$ cat src/rtl/knight_seq_if.sv
// Configuration bus for knight_seq: one-cycle write strobe plus period/wrap payload.
interface knight_seq_if #(parameter int PRE_W = 16);
   logic             cfg_valid;
   logic [PRE_W-1:0] cfg_period;
   logic             cfg_wrap;
   logic             cfg_ready;

   modport master (output cfg_valid, cfg_period, cfg_wrap, input cfg_ready);
   modport slave  (input cfg_valid, cfg_period, cfg_wrap, output cfg_ready);
endinterface

$ cat src/rtl/knight_seq.sv
// Knight flasher step sequencer: one-hot lamp scan with bounce/wrap, run/stop and
// shadowed config. Optional end-lamp dwell is enabled with `define KNIGHT_DWELL_EN.
module knight_seq #(
   parameter int WIDTH = 8,
   parameter int PRE_W = 16,
   parameter int DWELL = 8
) (
   input  logic             ck,
   input  logic             res,
   input  logic             run,
   knight_seq_if.slave      cfg,
   output logic [WIDTH-1:0] out,
   output logic             up,
   output logic             step,
   output logic             end_pulse,
   output logic             busy
);

   localparam logic [WIDTH-1:0] ONE = {{(WIDTH-1){1'b0}}, 1'b1};

   typedef enum logic [1:0] {
      ST_IDLE,
      ST_RUN
`ifdef KNIGHT_DWELL_EN
      , ST_DWELL
`endif
   } state_t;

   state_t           state;
   logic [PRE_W-1:0] cnt;
   logic [PRE_W-1:0] period_r;
   logic             wrap_r;
   logic [PRE_W-1:0] shadow_period;
   logic             shadow_wrap;
   logic             pending;

   logic [PRE_W-1:0] nxt_period;
   logic             nxt_wrap;
   logic [WIDTH-1:0] next_out;
   logic             next_up;
   logic             go_up;
   logic             land_end;

   assign cfg.cfg_ready = 1'b1;

   // Config that becomes active at the next load point; a same-cycle write wins over the shadow.
   assign nxt_period = cfg.cfg_valid ? cfg.cfg_period : (pending ? shadow_period : period_r);
   assign nxt_wrap   = cfg.cfg_valid ? cfg.cfg_wrap   : (pending ? shadow_wrap   : wrap_r);

   // The step edge moves in the mode being loaded, so a wrap request takes effect on that step.
   always_comb begin
      next_out = out;
      next_up  = up;
      go_up    = up;
      if (nxt_wrap) begin
         next_out = out[WIDTH-1] ? ONE : (out << 1);
         next_up  = 1'b1;
      end else begin
         go_up    = out[WIDTH-1] ? 1'b0 : (out[0] ? 1'b1 : up);
         next_out = go_up ? (out << 1) : (out >> 1);
         next_up  = next_out[WIDTH-1] ? 1'b0 : (next_out[0] ? 1'b1 : go_up);
      end
   end

   assign land_end = next_out[0] | next_out[WIDTH-1];

`ifdef KNIGHT_DWELL_EN
   localparam logic [PRE_W-1:0] DWELL_LAST = PRE_W'(DWELL - 1);
   logic dwell_hit;
   assign dwell_hit = nxt_wrap ? next_out[WIDTH-1] : land_end;
`else
   logic unused_dwell;
   assign unused_dwell = ^DWELL;
`endif

   always_ff @(posedge ck or posedge res) begin
      if (res) begin
         state         <= ST_IDLE;
         cnt           <= '0;
         period_r      <= PRE_W'(3);
         wrap_r        <= 1'b0;
         shadow_period <= '0;
         shadow_wrap   <= 1'b0;
         pending       <= 1'b0;
         out           <= ONE;
         up            <= 1'b1;
         step          <= 1'b0;
         end_pulse     <= 1'b0;
         busy          <= 1'b0;
      end else begin
         step      <= 1'b0;
         end_pulse <= 1'b0;
         if (cfg.cfg_valid) begin
            shadow_period <= cfg.cfg_period;
            shadow_wrap   <= cfg.cfg_wrap;
            pending       <= 1'b1;
         end
         case (state)
            ST_IDLE: begin
               cnt      <= '0;
               period_r <= nxt_period;
               wrap_r   <= nxt_wrap;
               pending  <= 1'b0;
               if (run) begin
                  state <= ST_RUN;
                  busy  <= 1'b1;
               end
            end
            ST_RUN: begin
               if (cnt == period_r) begin
                  cnt       <= '0;
                  out       <= next_out;
                  up        <= next_up;
                  step      <= 1'b1;
                  end_pulse <= land_end;
                  period_r  <= nxt_period;
                  wrap_r    <= nxt_wrap;
                  pending   <= 1'b0;
                  if (!run) begin
                     state <= ST_IDLE;
                     busy  <= 1'b0;
                  end
`ifdef KNIGHT_DWELL_EN
                  else if (dwell_hit) begin
                     state <= ST_DWELL;
                  end
`endif
               end else if (!run) begin
                  state <= ST_IDLE;
                  busy  <= 1'b0;
                  cnt   <= '0;
               end else begin
                  cnt <= cnt + 1'b1;
               end
            end
`ifdef KNIGHT_DWELL_EN
            ST_DWELL: begin
               if (!run) begin
                  state <= ST_IDLE;
                  busy  <= 1'b0;
                  cnt   <= '0;
               end else if (cnt == DWELL_LAST) begin
                  state    <= ST_RUN;
                  cnt      <= '0;
                  period_r <= nxt_period;
                  wrap_r   <= nxt_wrap;
                  pending  <= 1'b0;
               end else begin
                  cnt <= cnt + 1'b1;
               end
            end
`endif
            default: begin
               state <= ST_IDLE;
               busy  <= 1'b0;
               cnt   <= '0;
            end
         endcase
      end
   end

endmodule

$ cat src/flat_wrapper.sv
// flat-port wrapper written by rule: the top's interface ports become plain ports
module knight_seq_flat 
#(
   parameter int WIDTH = 8,
   parameter int PRE_W = 16,
   parameter int DWELL = 8
)
  (ck, res, run, out, up, step, end_pulse, busy, cfg_cfg_valid, cfg_cfg_period, cfg_cfg_wrap, cfg_cfg_ready);
  knight_seq_if #(.PRE_W(PRE_W)) cfg_i ();
  input  logic ck;
  input  logic res;
  input  logic run;
  output logic [WIDTH-1:0] out;
  output logic up;
  output logic step;
  output logic end_pulse;
  output logic busy;
  input wire logic [$bits(cfg_i.cfg_valid)-1:0] cfg_cfg_valid;
  input wire logic [$bits(cfg_i.cfg_period)-1:0] cfg_cfg_period;
  input wire logic [$bits(cfg_i.cfg_wrap)-1:0] cfg_cfg_wrap;
  output wire logic [$bits(cfg_i.cfg_ready)-1:0] cfg_cfg_ready;
  assign cfg_i.cfg_valid = cfg_cfg_valid;
  assign cfg_i.cfg_period = cfg_cfg_period;
  assign cfg_i.cfg_wrap = cfg_cfg_wrap;
  assign cfg_cfg_ready = cfg_i.cfg_ready;
  knight_seq #(.WIDTH(WIDTH), .PRE_W(PRE_W), .DWELL(DWELL)) u_core (.ck(ck), .res(res), .run(run), .cfg(cfg_i), .out(out), .up(up), .step(step), .end_pulse(end_pulse), .busy(busy));
endmodule
$ cat config.mk
export PLATFORM = sky130hd
export DESIGN_NAME = knight_seq_flat
export DESIGN_NICKNAME = d
export VERILOG_FILES = /design/src/rtl/knight_seq_if.sv /design/src/rtl/knight_seq.sv /design/src/flat_wrapper.sv
export SDC_FILE = /design/constraint.sdc
export NUM_CORES = 1
export LEC_CHECK = 0
export ABC_AREA = 1
export CORE_MARGIN = 3
export CORE_UTILIZATION = 30
export CTS_CLUSTER_SIZE = 25
export DETAILED_ROUTE_END_ITERATION = 16
export SLEW_MARGIN = 40
export SYNTH_ARGS = -nofsm -noshare
export SYNTH_HDL_FRONTEND = slang
export SYNTH_SLANG_ARGS = --single-unit
$ cat constraint.sdc
create_clock -name ck -period 1.9 [get_ports ck]
set_input_delay 0.475 -clock ck [delete_from_list [all_inputs] [get_ports ck]]
set_output_delay 0.475 -clock ck [all_outputs]
set_load 0.01 [all_outputs]
# --- Word-level counts from Yosys, hierarchy flattened ---
# Cells that the tools add are included.
word_totals:
  reg_bits: 65
  inputBits: 21
  output_inout_bits: 13
  elab_cells: 56
classes:
  add_sub_neg: 1
  eq_ne: 5
  n_mux: 32
  bitwise_logic: 1
  n_reduce_logical: 5
ops:
  columns: ["op", "n"]
  rows:
  - ["2-to-1 mux 16 bit", 6]
  - ["one-hot mux 16 bit (2 select lines)", 1]
  - ["2-to-1 mux 8 bit", 3]
  - ["adder 16 x 1 -> 16 bit (second input constant)", 1]
  - ["== test 16 bit", 1]
  - ["2-to-1 mux 1 bit", 16]
  - ["one-hot mux 1 bit (2 select lines)", 3]
  - ["AND reduction 2 bit", 3]
  - ["2-to-1 mux 2 bit", 2]
  - ["inequality test 2 bit (second input constant)", 2]
  - ["one-hot mux 2 bit (2 select lines)", 1]
  - ["== test 2 x 1 -> 1 bit (second input constant)", 1]
  - ["logical NOT 2 bit", 1]
  - ["inequality test 2 x 1 -> 1 bit (second input constant)", 1]
  - ["nonzero test 2 bit", 1]
  - ["OR 1 bit", 1]

# --- Logic depth before layout (Yosys ltp) ---
depth:
  word_depth: 7
  mapped_depth: 12
  mapped_depth_nobuf: 11

# --- Least setup slack after synthesis ---
# Ideal clock, no wire load.
synth_timing:
  kind: "reg2reg"
  start: "register u_core.period_r[0]"
  end: "register u_core.period_r[3]"
  setup_ns: 0.118
  t_arrival_ns: 1.394
  required_ns: 1.782
  slack_ns: 0.388
  stages_incl_launch_ff: 13
  path_buffers: 1
  period_less_slack_ns: 1.512
  cell_sequence: "dfstp_2 > inv_1 > nand2_1 > nand2_1 > nor2_1 > nand2_1 > nor2_2 > nand2_2 > nand2_4 > nand2_4 > buf_6 > nand2_1 > nand2_1"
synth_via:
  elab_chain_len: 3
synth_rtl:
  columns: ["item", "line_no", "rtl"]
  rows:
  - ["from (decl)", "knight_seq.sv:31", "logic [PRE_W-1:0] period_r;"]
  - ["from (signal assigned)", "knight_seq.sv:101", "period_r <= nxt_period;"]
  - ["from (signal assigned)", "knight_seq.sv:116", "period_r <= nxt_period;"]
  - ["== test 16 bit", "knight_seq.sv:110", "if (cnt == period_r) begin"]
  - ["inequality test 2 x 1 -> 1 bit (no source line)", null, null]
  - ["AND reduction 2 bit (no source line)", null, null]
# No other way between the ends.
# A chain may end at the register's enable or synchronous reset.

==> run summary <==
The total of endpoints with negative setup slack in the final report came out at 0. The overall global routing resource usage came out at 12.6%. Derived from the worst setup path, the maximum achievable clock frequency is 552 MHz.

The initialized floorplan defines 36 standard-cell rows. Synthesis instantiated 26 different standard cells from the library. The cell sitting at the root of the clock tree is a sky130_fd_sc_hd__clkbuf_8. The worst supply voltage drop on vdd came out at 0.277 mV. The number of non-filler instances in the completed layout is 595. The count of cells along the worst register-to-register path came out at 11.

The max-capacitance violation count came out at 0. By count the netlist is led by sky130_fd_sc_hd__nand2_1 (175), sky130_fd_sc_hd__dfrtp_1 (59), sky130_fd_sc_hd__inv_1 (37). The count of input and output buffers came out at 32.

On the final layout, the worst hold slack is 470 ps. The total setup buffers inserted after CTS came out at 0. The per-cell routed wire length is 11.4 µm.

The H-tree level count came out at 3. The wire length of the first global-routing pass came out at 11.7 mm. The number of flops mapped to enable cells by yosys came out at 0. The TritonCTS sink count came out at 63.

The setup path with the least slack is of type register to output pin. The residual DRC count is 0. The post-detailed-routing wire length is 6.78 mm. The met2 layer wire length in the routed design came out at 3.15 mm. Counting both buffers and inverters, the worst setup path holds a total of 1. The via count of the first global-routing pass is 2,508. The die height is 108 µm. Of the total power, registers draw 46.5%. TritonCTS built the clock tree. The overall die width is 108 µm. The startpoint identified for the worst hold timing path is u_core.shadow_period[13]. The count of placed standard cells including taps is 579.

The final cycle utilization of the critical path is 95.3%. The dominant cell by count in the synthesized netlist is sky130_fd_sc_hd__nand2_1. The routed via count divided by cell count came out at 4.42.

The number of buffers on the longest clock path came out at 2. The total global routing overflow is 0. For this configuration, the core starts out at a cell density of 31.5%. Detailed placement ended at an HPWL of 4.78 mm.

The number of warnings reported in the yosys synthesis log came out at 0. The analysis attributes to net switching a power of 1.04 mW. The combined flip-flop and latch cell area came out at 1580 µm².

The smallest clock period supported by the final layout is computed as 1810 ps. The number of antenna violations at the first check in global routing is 0. The wire length on met1 is 3.29 mm.

The internal power summed over all cells came out at 2.45 mW. The hold violation total from the final report is 0. The count of filler cells inserted in the layout came out at 1,011. The detail route stage leaves a number of antenna-violating nets equal to 0. After detailed routing, the met3 layer carries 199 µm of wire.

The register-to-register setup slack is 150 ps. Synthesis inferred 63 register bits. The instance area at placement is 3660 µm². The synthesized netlist net count came out at 437. The count of boundary I/O pins came out at 34. The worst register-to-register path ends at u_core.period_r[8]. The async set or reset register ratio after synthesis is 100%. Setup repair after global routing left no endpoint under its margin. The area growth from synthesis to layout is 23.5%. The routed layout has 2,629 vias. The uppermost metal layer occupied by signal nets is met4. The data required time at the worst endpoint came out at 1420 ps. The number of CTS-inserted buffers is 9. Traced cell by cell, the critical path runs through clkdlybuf4s50_1. The relative slew slack came out at 61.1%. In this design, the largest share of critical-path delay is due to buffers and inverters. The critical path's largest stage delay came out at 560 ps.

Between clock sinks in the finished design, the worst skew comes to 8.10 ps. In this run the number of cells on the critical path is 1. The summed instance area of the synthesized netlist is 3140 µm². The worst setup path is launched from a register.

Along the worst hold path, the cell count comes to 2. The final layout contains 479 nets. The first detailed-routing pass ran for 4 iterations. The core area came out at 9950 µm². The power share of the clock group is 34.6%. The worst hold path terminates at u_core.shadow_period[13].

The later pin in the worst-skew pair is clocked with a latency of 340 ps. 0 antenna diodes ended up in the layout. The initial DRC count is 177. After synthesis, the cell types taking the most area are sky130_fd_sc_hd__dfrtp_1 (47%), sky130_fd_sc_hd__nand2_1 (21%), sky130_fd_sc_hd__nand3_1 (4.6%). The post-synthesis average cell area came out at 7.57 µm². In this run the worst path has a maximum fanout of 6.

The number of max-slew violations in the final report came out at 0. The arrival time at the worst endpoint is 1340 ps. The total power density per cell area is 899 nW/µm².

The leakage power is 1.87 nW. The run finished with clean final reports. The slack of the critical path is 88.6 ps. The congestion estimate from routability-driven global placement came to 0.847. The library cell with the largest summed area after synthesis is sky130_fd_sc_hd__dfrtp_1. The largest net degree at the start of global routing came out at 64.

Sequential elements use 50.4% of the synthesized area. The transition time of the tightest slew-check pin came out at 579 ps. The area share of the largest cell type after synthesis came out at 47.0%.

The combinational fraction of design power is 18.9%. The fraction of final layout cells with drive strength greater than 1 is 10.4%. The number of instances in the synthesized netlist is 415. The worst hold-check path type is register to register.

The floorplan step defined a die boundary enclosing 11,700 µm². The clock-pin slew on the worst setup and hold paths came out at 70 ps. The reg-to-reg startpoint is u_core.cnt[7]. The kind of capture point of the worst setup path is an output pin. After clock tree synthesis, the flow added hold-fix buffers numbering 0. For this run, the leading register cell type out of synthesis is sky130_fd_sc_hd__dfrtp_1. After routing the design area is 3880 µm². The fraction of power spent switching nets came out at 29.8%.

The multi-input combinational cell area came out at 1310 µm². The standard cell with the maximum stage delay on the critical path is sky130_fd_sc_hd__clkdlybuf4s50_1. The worst setup slack before clock tree synthesis is -99.5 ps.
[cell families after synthesis]
kind of cell	after synthesis	share of synthesized area [%]
DFF	63	50.4
other	1	0.119
buffers and inverters	57	7.97
and+or+nand+nor	260	34.6
adders and majority gates	1	0.398
AOI/OAI and AO/OA	22	3.51
xor gates and xnor gates	11	3.07
[power groups by stage]
stage / Sequential (mW) / Clock [mW] / Combinational, mW
after global routing: 1.64 / 1.31 / 0.763
after detailed placement: 1.65 / 0 / 0.676
after global placement: 1.64 / 0 / 0.666
after floorplan: 1.63 / 0 / 0.393
after CTS: 1.62 / 1.24 / 0.671
final: 1.62 / 1.21 / 0.660
[per-stage QoR]
step / power [mW] / util [%] / setup TNS [ps]
3_5_place_dp: 2.32 / 36.8 / -1400
5_1_grt: 3.71 / 39.0 / 0
6_report: 3.49 / 39.0 / 0
3_3_place_gp: 2.31 / 36.8 / -1030
2_1_floorplan: 2.03 / - / 0
4_1_cts: 3.54 / 38.9 / 0
[how the worst max path moves through the flow]
stage / from / endpoint
after global placement: cfg_cfg_valid / u_core.period_r[2]
after global routing: u_core.cnt[10] / u_core.period_r[8]
after detailed placement: cfg_cfg_valid / u_core.period_r[4]
final: u_core.state[0] / busy
after CTS: u_core.state[0] / busy
after floorplan: u_core.period_r[0] / u_core.period_r[3]
[layer usage]
| metal | global-route usage (%) | up-vias |
|---|---|---|
| met5 | 0 | - |
| met2 | 18.9 | 33 |
| met4 | 5.32 | 0 |
| met3 | 2.87 | 11 |
| li1 | - | 1373 |
| met1 | 17.5 | 1212 |
[area by class of cell]
| type | instances | share of cell area [%] |
|---|---|---|
| tap | 133 | 4.29 |
| clock buffer | 10 | 3.55 |
| inverter | 43 | 4.26 |
| sequential | 63 | 40.8 |
| multi-input combinational | 295 | 33.9 |
| clock inverter | 6 | 1.74 |
| timing repair buffer | 45 | 11.5 |
[state kept, by name (all words and copies together) (netlist names)]
name,count
u_core.shadow_period,16
u_core.out,8
u_core.end_pulse,1
u_core.cnt,16
u_core.wrap_r,1
u_core.period_r,16
u_core.up,1
u_core.shadow_wrap,1
u_core.step,1
u_core.state,1
u_core.pending,1
[timing repair]
| action | 4_1_cts | 5_1_grt |
|---|---|---|
| setup endpoints to repair | 3 | 7 |
| hold endpoints to repair | 0 | 0 |
| gates resized for setup | 3 | 2 |
[cells in the final DEF (no fill, tap or decap), types with 2 or more instances in the layout]
cell,n
sky130_fd_sc_hd__clkdlybuf4s50_1,30
sky130_fd_sc_hd__buf_4,10
sky130_fd_sc_hd__nand2_4,2
sky130_fd_sc_hd__inv_1,36
sky130_fd_sc_hd__dfrtp_1,58
sky130_fd_sc_hd__inv_2,4
sky130_fd_sc_hd__nor3_1,19
sky130_fd_sc_hd__dlygate4sd2_1,2
sky130_fd_sc_hd__a21oi_1,2
sky130_fd_sc_hd__clkbuf_8,10
sky130_fd_sc_hd__nor2_1,23
sky130_fd_sc_hd__nor2_2,4
sky130_fd_sc_hd__nand3_1,29
sky130_fd_sc_hd__clkinvlp_4,3
sky130_fd_sc_hd__clkinv_1,2
sky130_fd_sc_hd__buf_12,2
sky130_fd_sc_hd__nand4_1,4
sky130_fd_sc_hd__nand2_1,175
sky130_fd_sc_hd__xor2_1,10
sky130_fd_sc_hd__inv_6,2
sky130_fd_sc_hd__dfstp_2,4
sky130_fd_sc_hd__o21ai_0,19
No activity file was read; power rests on OpenSTA's default activity.
